### config.mk
export PLATFORM = sky130hd
export DESIGN_NAME = router_pkt_reader
export DESIGN_NICKNAME = d
export VERILOG_FILES = /design/src/rtl/router_pkt_reader.sv
export SDC_FILE = /design/constraint.sdc
export NUM_CORES = 1
export LEC_CHECK = 0
export BUFFER_PORTS_ARGS = -buffer_cell sky130_fd_sc_hd__buf_2
export CAP_MARGIN = 20
export CORE_AREA = 2 2 89 91
export DETAILED_ROUTE_END_ITERATION = 16
export DIE_AREA = 0 0 91 93
export PLACE_DENSITY = 0.68
export SLEW_MARGIN = 10
export SYNTH_ARGS = -nofsm -noshare
export SYNTH_HDL_FRONTEND = slang
export SYNTH_SLANG_ARGS = --single-unit
### constraint.sdc
create_clock -name clock -period 5.6 [get_ports clock]
set_clock_uncertainty 0.15 [all_clocks]
set_input_delay 0.28 -clock clock [delete_from_list [all_inputs] [get_ports clock]]
set_output_delay 0.28 -clock clock [all_outputs]
set_load 0.1 [all_outputs]
### src/rtl/router_pkt_reader.sv
// Drain engine for one router output FIFO: issues reads, hides the 1-cycle read
// latency in a 2-entry skid buffer, frames packets and reports parity/stall events.
module router_pkt_reader #(
  parameter int TIMEOUT_CYCLES = 30,
  parameter int CNT_W          = 5
) (
  input  logic       clock,
  input  logic       resetn,
  input  logic       soft_reset,
  input  logic       fifo_empty,
  input  logic [7:0] fifo_data,
  output logic       fifo_read_enb,
  output logic [7:0] m_data,
  output logic       m_valid,
  input  logic       m_ready,
  output logic       m_sop,
  output logic       m_eop,
  output logic       busy,
  output logic       pkt_done,
  output logic       parity_err,
  output logic       timeout
);

  typedef enum logic [1:0] {IDLE, HDR_WAIT, BODY, DRAIN} state_e;

  typedef struct packed {
    logic       eop;
    logic       sop;
    logic [7:0] data;
  } entry_t;

  localparam logic [CNT_W-1:0] TMO = CNT_W'(TIMEOUT_CYCLES);

  state_e           state_q, state_d;
  entry_t           head_q, head_d, tail_q, tail_d, landEntry;
  logic [1:0]       occ_q, occ_d;
  logic             inflight_q;
  logic [6:0]       reqRem_q, reqRem_d, landRem_q, landRem_d;
  logic [7:0]       xorAcc_q, xorAcc_d;
  logic             perr_q, perr_d;
  logic [CNT_W-1:0] stallCnt_q, stallCnt_d;
  logic             timeout_q, timeout_d;
  logic             flush, pop, reqOk, rdEn, lastLand, eopPop;
  logic [2:0]       fill;

  assign flush    = !resetn || soft_reset;
  assign pop      = (occ_q != 2'd0) && m_ready;
  assign fill     = {1'b0, occ_q} + {2'b00, inflight_q} - {2'b00, pop};
  assign reqOk    = (state_q == IDLE) || ((state_q == BODY) && (reqRem_q != 7'd0));
  assign rdEn     = !flush && !fifo_empty && reqOk && (fill < 3'd2);
  assign lastLand = (state_q == BODY) && inflight_q && (landRem_q == 7'd1);
  assign eopPop   = (state_q == DRAIN) && pop && head_q.eop;

  // Framing FSM: counts reads and landings separately because a read lands one cycle late.
  always_comb begin
    state_d   = state_q;
    reqRem_d  = reqRem_q;
    landRem_d = landRem_q;
    xorAcc_d  = xorAcc_q;
    perr_d    = perr_q;
    case (state_q)
      IDLE: begin
        if (rdEn) state_d = HDR_WAIT;
      end
      HDR_WAIT: begin
        if (inflight_q) begin
          reqRem_d  = {1'b0, fifo_data[7:2]} + 7'd1;
          landRem_d = {1'b0, fifo_data[7:2]} + 7'd1;
          xorAcc_d  = fifo_data;
          state_d   = BODY;
        end
      end
      BODY: begin
        if (rdEn) reqRem_d = reqRem_q - 7'd1;
        if (inflight_q) begin
          xorAcc_d  = xorAcc_q ^ fifo_data;
          landRem_d = landRem_q - 7'd1;
          if (landRem_q == 7'd1) begin
            perr_d  = (xorAcc_q ^ fifo_data) != 8'h00;
            state_d = DRAIN;
          end
        end
      end
      DRAIN: begin
        if (eopPop) state_d = IDLE;
      end
      default: state_d = IDLE;
    endcase
  end

  // Skid buffer: vacated slots are zeroed so the head reads 0 whenever the buffer is empty.
  always_comb begin
    landEntry.data = fifo_data;
    landEntry.sop  = (state_q == HDR_WAIT);
    landEntry.eop  = lastLand;
    head_d = head_q;
    tail_d = tail_q;
    if (pop) begin
      head_d = tail_q;
      tail_d = '0;
    end
    if (inflight_q) begin
      if ((occ_q == 2'd0) || ((occ_q == 2'd1) && pop)) head_d = landEntry;
      else                                             tail_d = landEntry;
    end
    occ_d = occ_q + {1'b0, inflight_q} - {1'b0, pop};
  end

  always_comb begin
    stallCnt_d = stallCnt_q;
    if (!m_valid || pop)        stallCnt_d = '0;
    else if (stallCnt_q != TMO) stallCnt_d = stallCnt_q + CNT_W'(1);
    timeout_d = (stallCnt_d == TMO) && (stallCnt_q != TMO);
  end

  always_ff @(posedge clock) begin
    if (flush) begin
      state_q    <= IDLE;
      head_q     <= '0;
      tail_q     <= '0;
      occ_q      <= 2'd0;
      inflight_q <= 1'b0;
      reqRem_q   <= 7'd0;
      landRem_q  <= 7'd0;
      xorAcc_q   <= 8'h00;
      perr_q     <= 1'b0;
      stallCnt_q <= '0;
      timeout_q  <= 1'b0;
    end else begin
      state_q    <= state_d;
      head_q     <= head_d;
      tail_q     <= tail_d;
      occ_q      <= occ_d;
      inflight_q <= rdEn;
      reqRem_q   <= reqRem_d;
      landRem_q  <= landRem_d;
      xorAcc_q   <= xorAcc_d;
      perr_q     <= perr_d;
      stallCnt_q <= stallCnt_d;
      timeout_q  <= timeout_d;
    end
  end

  assign fifo_read_enb = rdEn;
  assign m_data        = head_q.data;
  assign m_valid       = (occ_q != 2'd0);
  assign m_sop         = head_q.sop;
  assign m_eop         = head_q.eop;
  assign busy          = (state_q != IDLE);
  assign pkt_done      = eopPop && !flush;
  assign parity_err    = eopPop && !flush && perr_q;
  assign timeout       = timeout_q;

endmodule

== Word level (Yosys, flattened, before mapping) ==
Cells that the tools add are included.

* Mux-type cells: 22
* Bitwise gates (word level): 1
* Eq/ne operators: 13
* Reduce and logical (&&, ||, !) cells: 32
* Order comparisons: 1
* $add $sub $neg: 8

{| class="wikitable"
|+ Operators by type and width
! cell !! number
|-
| $mux W10 || 6
|-
| $pmux W7 S2 || 2
|-
| $mux W7 || 3
|-
| $mux W8 || 2
|-
| $pmux W8 S2 || 1
|-
| $sub A7 B1 Y7 const B || 2
|-
| $logic_and A1 B1 Y1 || 13
|-
| $mux W2 || 5
|-
| $mux W5 || 2
|-
| $reduce_and A3 Y1 || 3
|-
| $ne A2 B2 Y1 const B || 4
|-
| $pmux W2 S4 || 1
|-
| $reduce_bool A8 Y1 || 1
|-
| $xor A8 B8 Y8 || 1
|-
| $add A6 B1 Y7 const B || 1
|-
| $eq A7 B1 Y1 const B || 1
|-
| $reduce_bool A7 Y1 || 1
|-
| $reduce_bool A2 Y1 || 3
|-
| $add A5 B1 Y5 const B || 1
|-
| $eq A5 B5 Y1 const B || 1
|-
| $ne A5 B5 Y1 const B || 1
|-
| $reduce_and A5 Y1 || 1
|-
| $eq A2 B1 Y1 const B || 2
|-
| $eq A2 B2 Y1 const B || 2
|-
| 9 further kinds || 17
|}

* Output and inout bits: 16
* Word-level logic and storage cells: 92
* Register bits after elaboration: 54
* Input bits: 13

== Depth between registers and ports, before layout ==
* Word-level depth: 8
* Mapped depth: 12
* Mapped depth without buffers: 10

== Least setup slack after synthesis ==
Ideal clock, no wire load.

* Path type: register -> output
* Start: register head_q, in the netlist m_eop
* End: output port parity_err
* Data arrival time: 4.178 ns
* Stages on the path, launching flop included: 4
* Path slack: 0.992 ns
* Path buffers: 0
* Required time: 5.170 ns
* Cell sequence: dfxtp_1 inv_1 nor3_1 and2_1

* Word-level cells in the longest chain between the ends: 3

{| class="wikitable"
|+ Ends and longest elaborated chain
! item !! line !! RTL
|-
| start, declared || 35 || <nowiki>entry_t head_q, head_d, tail_q, tail_d, landEntry;</nowiki>
|-
| start signal, assigned || 119 || <nowiki>head_q <= '0;</nowiki>
|-
| start signal, assigned || 131 || <nowiki>head_q <= head_d;</nowiki>
|-
| $logic_and A1 B1 Y1 || 52 || <nowiki>assign eopPop = (state_q == DRAIN) && pop && head_q.eop;</nowiki>
|-
| $logic_and A1 B1 Y1 || - ||
|-
| named net pkt_done || 19 || <nowiki>output logic pkt_done,</nowiki>
|-
| $logic_and A1 B1 Y1 || 151 || <nowiki>assign parity_err = eopPop && !flush && perr_q;</nowiki>
|-
| end, declared || 20 || <nowiki>output logic parity_err,</nowiki>
|}

The timed path passes the listed nets, and every way through them passes these cells.

== Worst setup path after layout ==
* Start: register occ_q[1]
* End: output port fifo_read_enb

* Word-level cells in the longest chain between the ends: 5
* Elaborated cells on any way between the ends: 6
* Those cells by class: add/sub: 2; order compare: 1; reduce/logical: 3

{| class="wikitable"
|+ Ends and longest elaborated chain
! item !! line !! RTL
|-
| start, declared || 36 || <nowiki>logic [1:0] occ_q, occ_d;</nowiki>
|-
| start signal, assigned || 121 || <nowiki>occ_q <= 2'd0;</nowiki>
|-
| start signal, assigned || 133 || <nowiki>occ_q <= occ_d;</nowiki>
|-
| branches (longest 2 deep; another with $add A2 B1 Y3) || - ||
|-
| $sub A3 B1 Y3 * || 48 || <nowiki>assign fill = {1'b0, occ_q} + {2'b00, inflight_q} - {2'b00, pop};</nowiki>
|-
| named net fill[1] || 44 || <nowiki>logic [2:0] fill;</nowiki>
|-
| $lt A3 B2 Y1 * || 50 || <nowiki>assign rdEn = !flush && !fifo_empty && reqOk && (fill < 3'd2);</nowiki>
|-
| $logic_and A1 B1 Y1 * || 50 ||
|-
| end, declared || 12 || <nowiki>output logic fifo_read_enb,</nowiki>
|}

Mark *: on every way through the listed nets, which the timed path passes.

==> impl_metrics.yaml <==
outcome:
  status: "complete, no violations"
routing:
  wirelength_mm: 6.51
  drt.antenna.violating_nets: 0
  vias_per_cell: 5.37
  routed-wl-met3_um: 241
  first_pass_iters: 4
  wl_met2_mm: 3.07
  drtIter0Drc: 130
  wl_per_cell_um: 13.6
  wl_met1_mm: 3.11
  top_layer_used: "met4"
  drc: 0
  vias: 2572
place:
  portBuffers: 28
  gp_congestion: 0.788
  pre_cts_ws_ns: 2.33
  dpl.hpwl_mm: 4.38
  place_inst: 470
cells_and_area:
  drive_gt1_frac: 0.117
  nFillCells: 802
  area.sequential_um2: 1080
  nNetsFinal: 403
  multiInputGateArea_um2: 1690
  n_antenna_cell: 0
  area_growth_pct: 9.95
  stdcell_count: 479
  fin_util: 0.428
grt:
  antenna_found_initial: 0
  grt_pass1_vias: 2387
  grt.total_usage: 0.157
  grt_pass1_wl_mm: 10.9
  grt_remaining_overflow: 0
  grt_max_degree: 47
pwr:
  p_leak_nw: 1.26
  power-per-cell-area_nw_per_um2: 220
  peakVddDrop_v: 0.000104
timing:
  finalSetupTns_ns: 0
  min_period_ns: 3.49
  timing.hold.ws_ns: 0.0886
  relSlewSlack: 0.533
  period_share: 0.624
  fmax_ghz: 0.286
  layout_setup_ws_ns: 2.11
  rsz0062_at_grt: "false"
  tightest_slew_ns: 0.699
  report.final.slew_viol_count: 0
  hold_viol_final: 0
  setup_viol: 0
setup_path:
  crit_slowest_cell: "fa_1"
  end_kind: "output pin"
  r2r_start: "occ_q[1]$_SDFF_PP0_"
  critical-path-max-stage-delay_ns: 0.48
  reg2reg_slack_ns: 2.33
  cp_max_fo: 24
  path_class: "register to output pin"
  crit_chain: "o21ai_2 -> buf_4 -> or2_2 -> nand2_1 -> ha_1 -> fa_1 -> nor4_1 -> o21a_1 -> buf_2"
  worst_setup_path_start_kind: "register"
  cp.required_ns: 5.17
  worstRegToRegCells: 10
  reg2reg_to: "reqRem_q[0]$_SDFFE_PP0P_"
  critPathArrivalTime_ns: 3.06
job:
  maxCapViolations: 0
floorplanning:
  row_count: 32
  die_h_um: 93
  initial_utilization: 0.389
  die_w_um: 91
  core_area_um2: 7530
  die-area_um2: 8460
  io-pin-count: 29
yosys:
  synth.largest_area_cell: "dfxtp_1"
  syn_area_um2: 2930
  synthArstFlopShare: 0
  synthCells: 364
  synth_seq_cells: 54
  synth_edf_count: 0
  synth_common_cells: "dfxtp_1, nor2_1, a21oi_1, nand2_1, o21ai_0"
  ys_seq_area_frac: 0.369
  syn_area_per_cell_um2: 8.05
  synth_cell_type_count: 44
  synthFlopType: "dfxtp_1"
  syn_nets: 391
  yosysMostFrequentCell: "dfxtp_1"
  yosys_warnings: 0
  yosys.area.top_type_share: 0.369
  synth_area_leaders: "dfxtp_1, mux2i_1, ha_1"
clocking:
  cts_buffers: 5
  cts_tree: "done"
  path_clk_slew_ns: 0.11
  post_cts_resized: 0
  ctsHoldBuffers: 0
  post_cts_buffers: 0
  root_buffer: "clkbuf_8"
  ctsLongestPathBuffers: 2
  h-tree-depth: 2
  insertion_delay_ns: 0.32
  cts_sinks: 54
min_path:
  min-delay-start: "fifo_data[0]"
  hold_path_class: "input pin to register"
  min_path_cells: 3
  min_to: "tail_q[0]$_SDFF_PP0_"
worst max-delay path: cells and delay by family, from the launching register on:
family          cells  cell delay, ns
flops               1            0.42
buf+inv             2            0.65
simple gates        3            0.78
compound gates      2            0.26
fa+ha+maj           2            0.64
cell families (layout without fill, tap and decap cells):
kind of cell             after synthesis  after routing  synth area share
buffers and inverters                 41             54            0.0547
multiplexers                          18             18            0.0615
AO/OA/AOI/OAI                         96             96             0.205
XOR/XNOR                              15             15            0.0449
AND/OR/NAND/NOR                      126            126             0.203
flip-flops                            54             54             0.369
adder cells (fa/ha/maj)               14             14            0.0624
metal layers:
layer | global-route usage | vias up
li1 | - | 1304
met2 | 0.267 | 45
met3 | 0.0306 | 8
met1 | 0.199 | 1215
met5 | 0 | -
met4 | 0.0518 | 0
sequential cells by signal, summed over array words and instances (netlist names):
signal / flops
m_data: 8
state_q: 2
xorAcc_q: 8
reqRem_q: 7
tail_q: 10
perr_q: 1
inflight_q: 1
landRem_q: 7
occ_q: 2
stallCnt_q: 5
timeout: 1
m_eop: 1
m_sop: 1
metrics by stage:
step,power [mW],cell area (µm²)
after global placement,0.478,3120
final,0.709,3220
after detailed placement,0.479,3120
after floorplan,0.460,2930
after global routing,0.736,3220
after CTS,0.719,3210
power breakdown:
group,total [mW],leakage [nW],switching (mW),internal [mW]
combinational,0.0790,0.775,0.0582,0.0208
clock,0.240,0.0506,0.146,0.0940
sequential,0.391,0.435,0.00307,0.388
total,0.709,1.26,0.207,0.502
worst max-delay path by stage:
stage / start / to / slack (ns) / depth (start not counted)
floorplan: m_eop$_SDFF_PP0_ / parity_err / 0.99 / 3
global placement: occ_q[1]$_SDFF_PP0_ / reqRem_q[0]$_SDFFE_PP0P_ / 2.41 / 10
detailed placement: occ_q[1]$_SDFF_PP0_ / reqRem_q[0]$_SDFFE_PP0P_ / 2.33 / 10
CTS: occ_q[1]$_SDFF_PP0_ / fifo_read_enb / 2.08 / 9
global route: occ_q[1]$_SDFF_PP0_ / fifo_read_enb / 1.88 / 9
finish: occ_q[1]$_SDFF_PP0_ / fifo_read_enb / 2.11 / 9
cells in the final DEF, fill, tap and decap left out, types with 4 or more instances in the layout:
master / count
a211oi_1: 13
a21oi_1: 29
a22oi_1: 8
a31oi_1: 4
and2_1: 5
buf_2: 28
buf_4: 4
clkbuf_8: 5
dfxtp_1: 54
ha_1: 13
inv_1: 14
mux2i_1: 18
nand2_1: 24
nand3_1: 20
nand4_1: 4
nor2_1: 43
nor3_1: 10
nor4_1: 4
o21a_1: 4
o21ai_0: 23
xnor2_1: 4
xor2_1: 11
layout make-up:
type / instances / area share
Multi-Input combinational cell: 269 / 0.525
Inverter: 14 / 0.0163
Clock buffer: 5 / 0.0214
Tap cell: 102 / 0.0396
Timing Repair Buffer: 32 / 0.0528
Sequential cell: 54 / 0.336
Clock inverter: 3 / 0.00894
Note: power is estimated with default switching activity, not from simulation.
